File: src/rtl/mipsm_ctrl.sv
// Multicycle MIPS control sequencer: walks each instruction through fetch, decode,
// execute, memory and writeback steps and decodes enables/mux selects from its state.
module mipsm_ctrl (
  input  logic       i_clk,
  input  logic       i_rst,
  input  logic [5:0] i_opcode,
  input  logic [5:0] i_func,
  input  logic       i_zero,
  input  logic       i_mem_ready,
  output logic       o_pcwrite,
  output logic       o_iord,
  output logic       o_memread,
  output logic       o_memwrite,
  output logic       o_irwrite,
  output logic       o_regwrite,
  output logic       o_regdst,
  output logic       o_memtoreg,
  output logic       o_alusrca,
  output logic [1:0] o_alusrcb,
  output logic [2:0] o_alucom,
  output logic [1:0] o_pcsrc,
  output logic       o_retire,
  output logic [3:0] o_state
);

  localparam logic [3:0] S_FETCH  = 4'd0;
  localparam logic [3:0] S_DECODE = 4'd1;
  localparam logic [3:0] S_MEMADR = 4'd2;
  localparam logic [3:0] S_MEMRD  = 4'd3;
  localparam logic [3:0] S_MEMWB  = 4'd4;
  localparam logic [3:0] S_MEMWR  = 4'd5;
  localparam logic [3:0] S_REXE   = 4'd6;
  localparam logic [3:0] S_RWB    = 4'd7;
  localparam logic [3:0] S_IEXE   = 4'd8;
  localparam logic [3:0] S_IWB    = 4'd9;
  localparam logic [3:0] S_BRANCH = 4'd10;
  localparam logic [3:0] S_JUMP   = 4'd11;

  localparam logic [5:0] OP_REG  = 6'b000000;
  localparam logic [5:0] OP_J    = 6'b000010;
  localparam logic [5:0] OP_BEQ  = 6'b000100;
  localparam logic [5:0] OP_BNE  = 6'b000101;
  localparam logic [5:0] OP_ADDI = 6'b001000;
  localparam logic [5:0] OP_LW   = 6'b100011;
  localparam logic [5:0] OP_SW   = 6'b101011;

  localparam logic [2:0] ALU_ADD = 3'b000;
  localparam logic [2:0] ALU_SUB = 3'b010;

  logic [3:0] r_state;
  logic       r_is_store;

  logic [3:0] w_next;
  logic       w_pcwrite;
  logic       w_iord;
  logic       w_memread;
  logic       w_memwrite;
  logic       w_irwrite;
  logic       w_regwrite;
  logic       w_regdst;
  logic       w_memtoreg;
  logic       w_alusrca;
  logic [1:0] w_alusrcb;
  logic [2:0] w_alucom;
  logic [1:0] w_pcsrc;
  logic       w_retire;

  // State register; load/store direction is captured in DECODE for the MEMADR split.
  always_ff @(posedge i_clk) begin
    if (i_rst) begin
      r_state    <= S_FETCH;
      r_is_store <= 1'b0;
    end else begin
      r_state <= w_next;
      if (r_state == S_DECODE) begin
        r_is_store <= (i_opcode == OP_SW);
      end
    end
  end

  // Next-state and control decode.
  always_comb begin
    w_next     = r_state;
    w_pcwrite  = 1'b0;
    w_iord     = 1'b0;
    w_memread  = 1'b0;
    w_memwrite = 1'b0;
    w_irwrite  = 1'b0;
    w_regwrite = 1'b0;
    w_regdst   = 1'b0;
    w_memtoreg = 1'b0;
    w_alusrca  = 1'b0;
    w_alusrcb  = 2'b00;
    w_alucom   = ALU_ADD;
    w_pcsrc    = 2'b00;
    w_retire   = 1'b0;

    case (r_state)
      S_FETCH: begin
        w_memread = 1'b1;
        w_alusrcb = 2'b01;
        w_irwrite = i_mem_ready;
        w_pcwrite = i_mem_ready;
        if (i_mem_ready) begin
          w_next = S_DECODE;
        end
      end
      S_DECODE: begin
        // Branch target is precomputed here into ALUOut.
        w_alusrcb = 2'b11;
        case (i_opcode)
          OP_LW, OP_SW: w_next = S_MEMADR;
          OP_ADDI:      w_next = S_IEXE;
          OP_BEQ,
          OP_BNE:       w_next = S_BRANCH;
          OP_J:         w_next = S_JUMP;
          OP_REG: begin
            if (i_func[5:3] == 3'b100) begin
              w_next = S_REXE;
            end else begin
              w_next   = S_FETCH;
              w_retire = 1'b1;
            end
          end
          default: begin
            w_next   = S_FETCH;
            w_retire = 1'b1;
          end
        endcase
      end
      S_MEMADR: begin
        w_alusrca = 1'b1;
        w_alusrcb = 2'b10;
        w_next    = r_is_store ? S_MEMWR : S_MEMRD;
      end
      S_MEMRD: begin
        w_iord    = 1'b1;
        w_memread = 1'b1;
        if (i_mem_ready) begin
          w_next = S_MEMWB;
        end
      end
      S_MEMWB: begin
        w_regwrite = 1'b1;
        w_memtoreg = 1'b1;
        w_retire   = 1'b1;
        w_next     = S_FETCH;
      end
      S_MEMWR: begin
        w_iord     = 1'b1;
        w_memwrite = 1'b1;
        if (i_mem_ready) begin
          w_retire = 1'b1;
          w_next   = S_FETCH;
        end
      end
      S_REXE: begin
        w_alusrca = 1'b1;
        w_alucom  = i_func[2:0];
        w_next    = S_RWB;
      end
      S_RWB: begin
        w_regwrite = 1'b1;
        w_regdst   = 1'b1;
        w_retire   = 1'b1;
        w_next     = S_FETCH;
      end
      S_IEXE: begin
        w_alusrca = 1'b1;
        w_alusrcb = 2'b10;
        w_next    = S_IWB;
      end
      S_IWB: begin
        w_regwrite = 1'b1;
        w_retire   = 1'b1;
        w_next     = S_FETCH;
      end
      S_BRANCH: begin
        w_alusrca = 1'b1;
        w_alucom  = ALU_SUB;
        w_pcsrc   = 2'b01;
        w_retire  = 1'b1;
        w_pcwrite = ((i_opcode == OP_BEQ) & i_zero) | ((i_opcode == OP_BNE) & ~i_zero);
        w_next    = S_FETCH;
      end
      S_JUMP: begin
        w_pcwrite = 1'b1;
        w_pcsrc   = 2'b10;
        w_retire  = 1'b1;
        w_next    = S_FETCH;
      end
      default: begin
        w_next = S_FETCH;
      end
    endcase
  end

  // Reset masks every output so no write enable coincides with rst.
  assign o_pcwrite  = w_pcwrite  & ~i_rst;
  assign o_iord     = w_iord     & ~i_rst;
  assign o_memread  = w_memread  & ~i_rst;
  assign o_memwrite = w_memwrite & ~i_rst;
  assign o_irwrite  = w_irwrite  & ~i_rst;
  assign o_regwrite = w_regwrite & ~i_rst;
  assign o_regdst   = w_regdst   & ~i_rst;
  assign o_memtoreg = w_memtoreg & ~i_rst;
  assign o_alusrca  = w_alusrca  & ~i_rst;
  assign o_alusrcb  = i_rst ? 2'b00 : w_alusrcb;
  assign o_alucom   = i_rst ? 3'b000 : w_alucom;
  assign o_pcsrc    = i_rst ? 2'b00 : w_pcsrc;
  assign o_retire   = w_retire   & ~i_rst;
  assign o_state    = i_rst ? 4'd0 : r_state;

endmodule

File: config.mk
export PLATFORM = sky130hd
export DESIGN_NAME = mipsm_ctrl
export DESIGN_NICKNAME = d
export VERILOG_FILES = /design/src/rtl/mipsm_ctrl.sv
export SDC_FILE = /design/constraint.sdc
export NUM_CORES = 1
export LEC_CHECK = 0
export CAP_MARGIN = 0
export CELL_PAD_IN_SITES_DETAIL_PLACEMENT = 1
export CELL_PAD_IN_SITES_GLOBAL_PLACEMENT = 2
export CORE_ASPECT_RATIO = 1.25
export CORE_MARGIN = 2
export CORE_UTILIZATION = 28
export CTS_CLUSTER_DIAMETER = 80
export CTS_CLUSTER_SIZE = 28
export DETAILED_ROUTE_END_ITERATION = 10
export DONT_BUFFER_PORTS = 1
export GPL_TIMING_DRIVEN = 0
export PLACE_DENSITY_LB_ADDON = 0.1
export RECOVER_POWER = 100
export SLEW_MARGIN = 10
export SYNTH_ARGS = -nofsm -noshare
export SYNTH_HDL_FRONTEND = slang
export SYNTH_SLANG_ARGS = --single-unit
File: constraint.sdc
create_clock -name i_clk -period 1.36 [get_ports i_clk]
set_input_delay 0.136 -clock i_clk [delete_from_list [all_inputs] [get_ports i_clk]]
set_output_delay 0.136 -clock i_clk [all_outputs]
set_load 0.01 [all_outputs]
==> run_results.csv <==
group,metric,value,unit
sta,maxSlewViolCount,0,
pwr,p_clk_share,15.0,%
routing,drc,0,
cells_and_area,final-instance-count-excl-fill,177,
outcome,violations,"setup timing",
floorplanning,die-area,3190,sq um
pwr,cellInternalPower,675,uW
critical_path,cp.arrival,1570,ps
yosys,synth_area,769,sq um
worst_hold_path,hold_class,"input pin to flip-flop",
critical_path,crit_type,"flip-flop to primary output",
place,numPortBuffers,0,
clocking,clkSinkCount,5,
routing,ant_nets,0,
global_route,gr-usage-met3,4.78,%
floorplanning,ios,37,
clocking,clkTransAtPathRegs,40,ps
critical_path,cpMaxStageDelayCell,"a2111oi_4",
yosys,synth_cells,112,
pwr,p_total,1.15,mW
yosys,synth_ff_type,"dfxtp_1",
job,maxCapViolCount,0,
global_route,grt_busiest_layer,"met2",
pwr,peakVddDrop,451,uV
yosys,synthArstFlopShare,0,%
yosys,yosysSeqAreaShare,13.0,%
sta,min_period_over_period,125,%
pwr,seqPwrFrac,15.5,%
sta,whs,76.9,ps
cells_and_area,drive_above_1_share,62.2,%
floorplanning,die_w,50.9,um
pwr,leakage,0.514,nW
critical_path,cp-end-kind,"primary output",
yosys,yosysWarnings,0,
clocking,cts-root-buf,"clkbuf_4",
global_route,first_global_vias,1016,
critical_path,start_kind,"flip-flop",
routing,wirelength,3.93,mm
floorplanning,core_region_area,2650,sq um
place,place_hpwl,2.06,mm
pwr,p_sw_share,41.6,%
outcome,status,"complete, but fails checks",
cells_and_area,fillers,311,
yosys,synth_top_cell_by_area,"dfxtp_1",
global_route,grt_use_met2,39.8,%
routing,vias,1034,
sta,relSlewSlack,41.0,%
clocking,htreeDepth,1,
clocking,clock_latency,240,ps
clocking,cts_tree,"yes",
yosys,synth-seq-cells,5,
sta,fmax,587,MHz
cells_and_area,areaGrowthSynthToFinish,90.9,%
cells_and_area,num_antenna_cells,0,
place,place_inst,146,
yosys,synth_fp_nets,128,
critical_path,crit_path_cell_trace,"or2_4, o31a_1, a2111oi_4",
sta,post-route-min-period,1700,ps
routing,drtPass1Iterations,4,
floorplanning,chipHeight,62.6,um
place,gp_congestion,0.767,
sta,fin_ws,-344,ps
place,place_ws,-312,ps
critical_path,max_stage_delay,370,ps
critical_path,cp.required,1220,ps
global_route,gr-total-overflow,0,
yosys,synth_cell_type_count,39,
global_route,use_met1,24.8,%
sta,finalHoldViolations,0,
pwr,combPwrFrac,69.5,%
routing,wl_per_cell,22.2,um
global_route,track_usage,21.4,%
global_route,grt_pass1_wl,5.26,mm
clocking,cts.path.max_buffers,2,
yosys,synth_area_leaders,"dfxtp_1 13%, nor2b_1 7.3%, nor2_1 5.9%",
sta,grt_setup_unrepaired,"yes",
floorplanning,rows,21,
global_route,antenna_found_initial,0,
critical_path,path_max_fanout,4,
sta,setup_viol,21,
cells_and_area,fin_nets,160,
yosys,synth_edf_count,0,
clocking,numCtsBuffers,3,
pwr,p_sw,480,uW
routing,drt_iter0_markers,10,
pwr,powerDensity,786,nW/um^2
yosys,synth.avg_cell_area,6.87,sq um
global_route,grt_max_degree,11,
sta,fin_worst_skew,0.166,ps
routing,via_per_inst,5.84,
yosys,yosysTopAreaCellShare,13.0,%
floorplanning,initial_core_util,29.0,%
sta,tightest_slew,884,ps
[cell families after synthesis]
family | synth area share [%]
flops | 13.0
mux | 1.46
buf+inv | 7.64
xor+xnor | 4.55
compound gates | 26.8
simple gates | 46.5
[power groups by stage]
stage / clock (mW) / sequential [mW] / combinational, mW
finish: 0.174 / 0.179 / 0.802
global route: 0.199 / 0.178 / 0.843
CTS: 0.179 / 0.167 / 0.646
detailed placement: 0 / 0.167 / 0.376
global placement: 0 / 0.167 / 0.377
floorplan: 0 / 0.166 / 0.301
[stage by stage]
stage	setup TNS, ps	instance area [sq um]	utilization [%]
after floorplan	-329	787	-
after global placement	-2390	830	31.3
after detailed placement	-2440	830	31.3
after CTS	-4850	1270	47.7
after global routing	-5280	1470	55.4
final	-4090	1470	55.4
[critical path, delay by kind of cell (launching register included)]
family	cells	cell delay, ps
flops	1	340
simple gates	1	280
compound gates	2	700
[flip-flops by register name, indices dropped and copies added (netlist names)]
name,flops
r_state,4
r_is_store,1
[final timing paths]
kind | start | to | slack, ps | cells after the start
worst max-delay path | r_state[1] | o_pcwrite | -340 | 3
worst min-delay path | i_opcode[2] | r_is_store | 80 | 2
worst max register to register | r_state[0] | r_state[1] | -220 | 8
worst min register to register | r_is_store | r_is_store | 460 | 2
[layout by cell type (no fill, tap or decap), types with 3 or more instances in the layout]
cell       instances
nor2_2             3
nor2b_1            3
nand2_1            3
and3_4             4
a2111oi_4          3
nor2b_4            5
nor4b_1            4
nor2_4             5
a21oi_1            4
nand2b_4           5
nor2_1             4
clkbuf_4           3
nand3_1            3
buf_4             19
o21ai_0            3
buf_6             11
[layer usage]
metal | share of wire, % | up-vias
met2 | 57 | 40
met5 | 0 | -
met3 | 4.5 | 2
li1 | - | 476
met4 | 0.74 | 0
met1 | 38 | 516
[final cells by class]
cell class | count | area, sq um | share of cell area [%]
buffer | 6 | 70.1 | 4.77
clock buffer | 4 | 26.3 | 1.79
inverter | 2 | 7.51 | 0.511
multi-input combinational | 96 | 942 | 64.1
sequential | 5 | 110 | 7.50
tap | 34 | 42.5 | 2.90
timing repair buffer | 30 | 270 | 18.4
[synth_stat cells (all sizes together), types with 4 or more instances]
master and instances:
nor2 12, nor2b 9, nand2b 7, buf 6, nor3 6, o21ai 6
a21oi 5, dfxtp 5, nand2 5, nand3 5, and3 4, nor4b 4
[what timing repair did]
item | in CTS | in global routing
setup buffers | 17 | 12
resized for setup | 68 | 32
gates cloned | 0 | 1
pin swaps | 16 | 13
hold buffers | 1 | 0
hold endpoints to repair | 1 | 0
endpoints found under the setup margin | 25 | 25
Power figures use the tool's default switching activity.
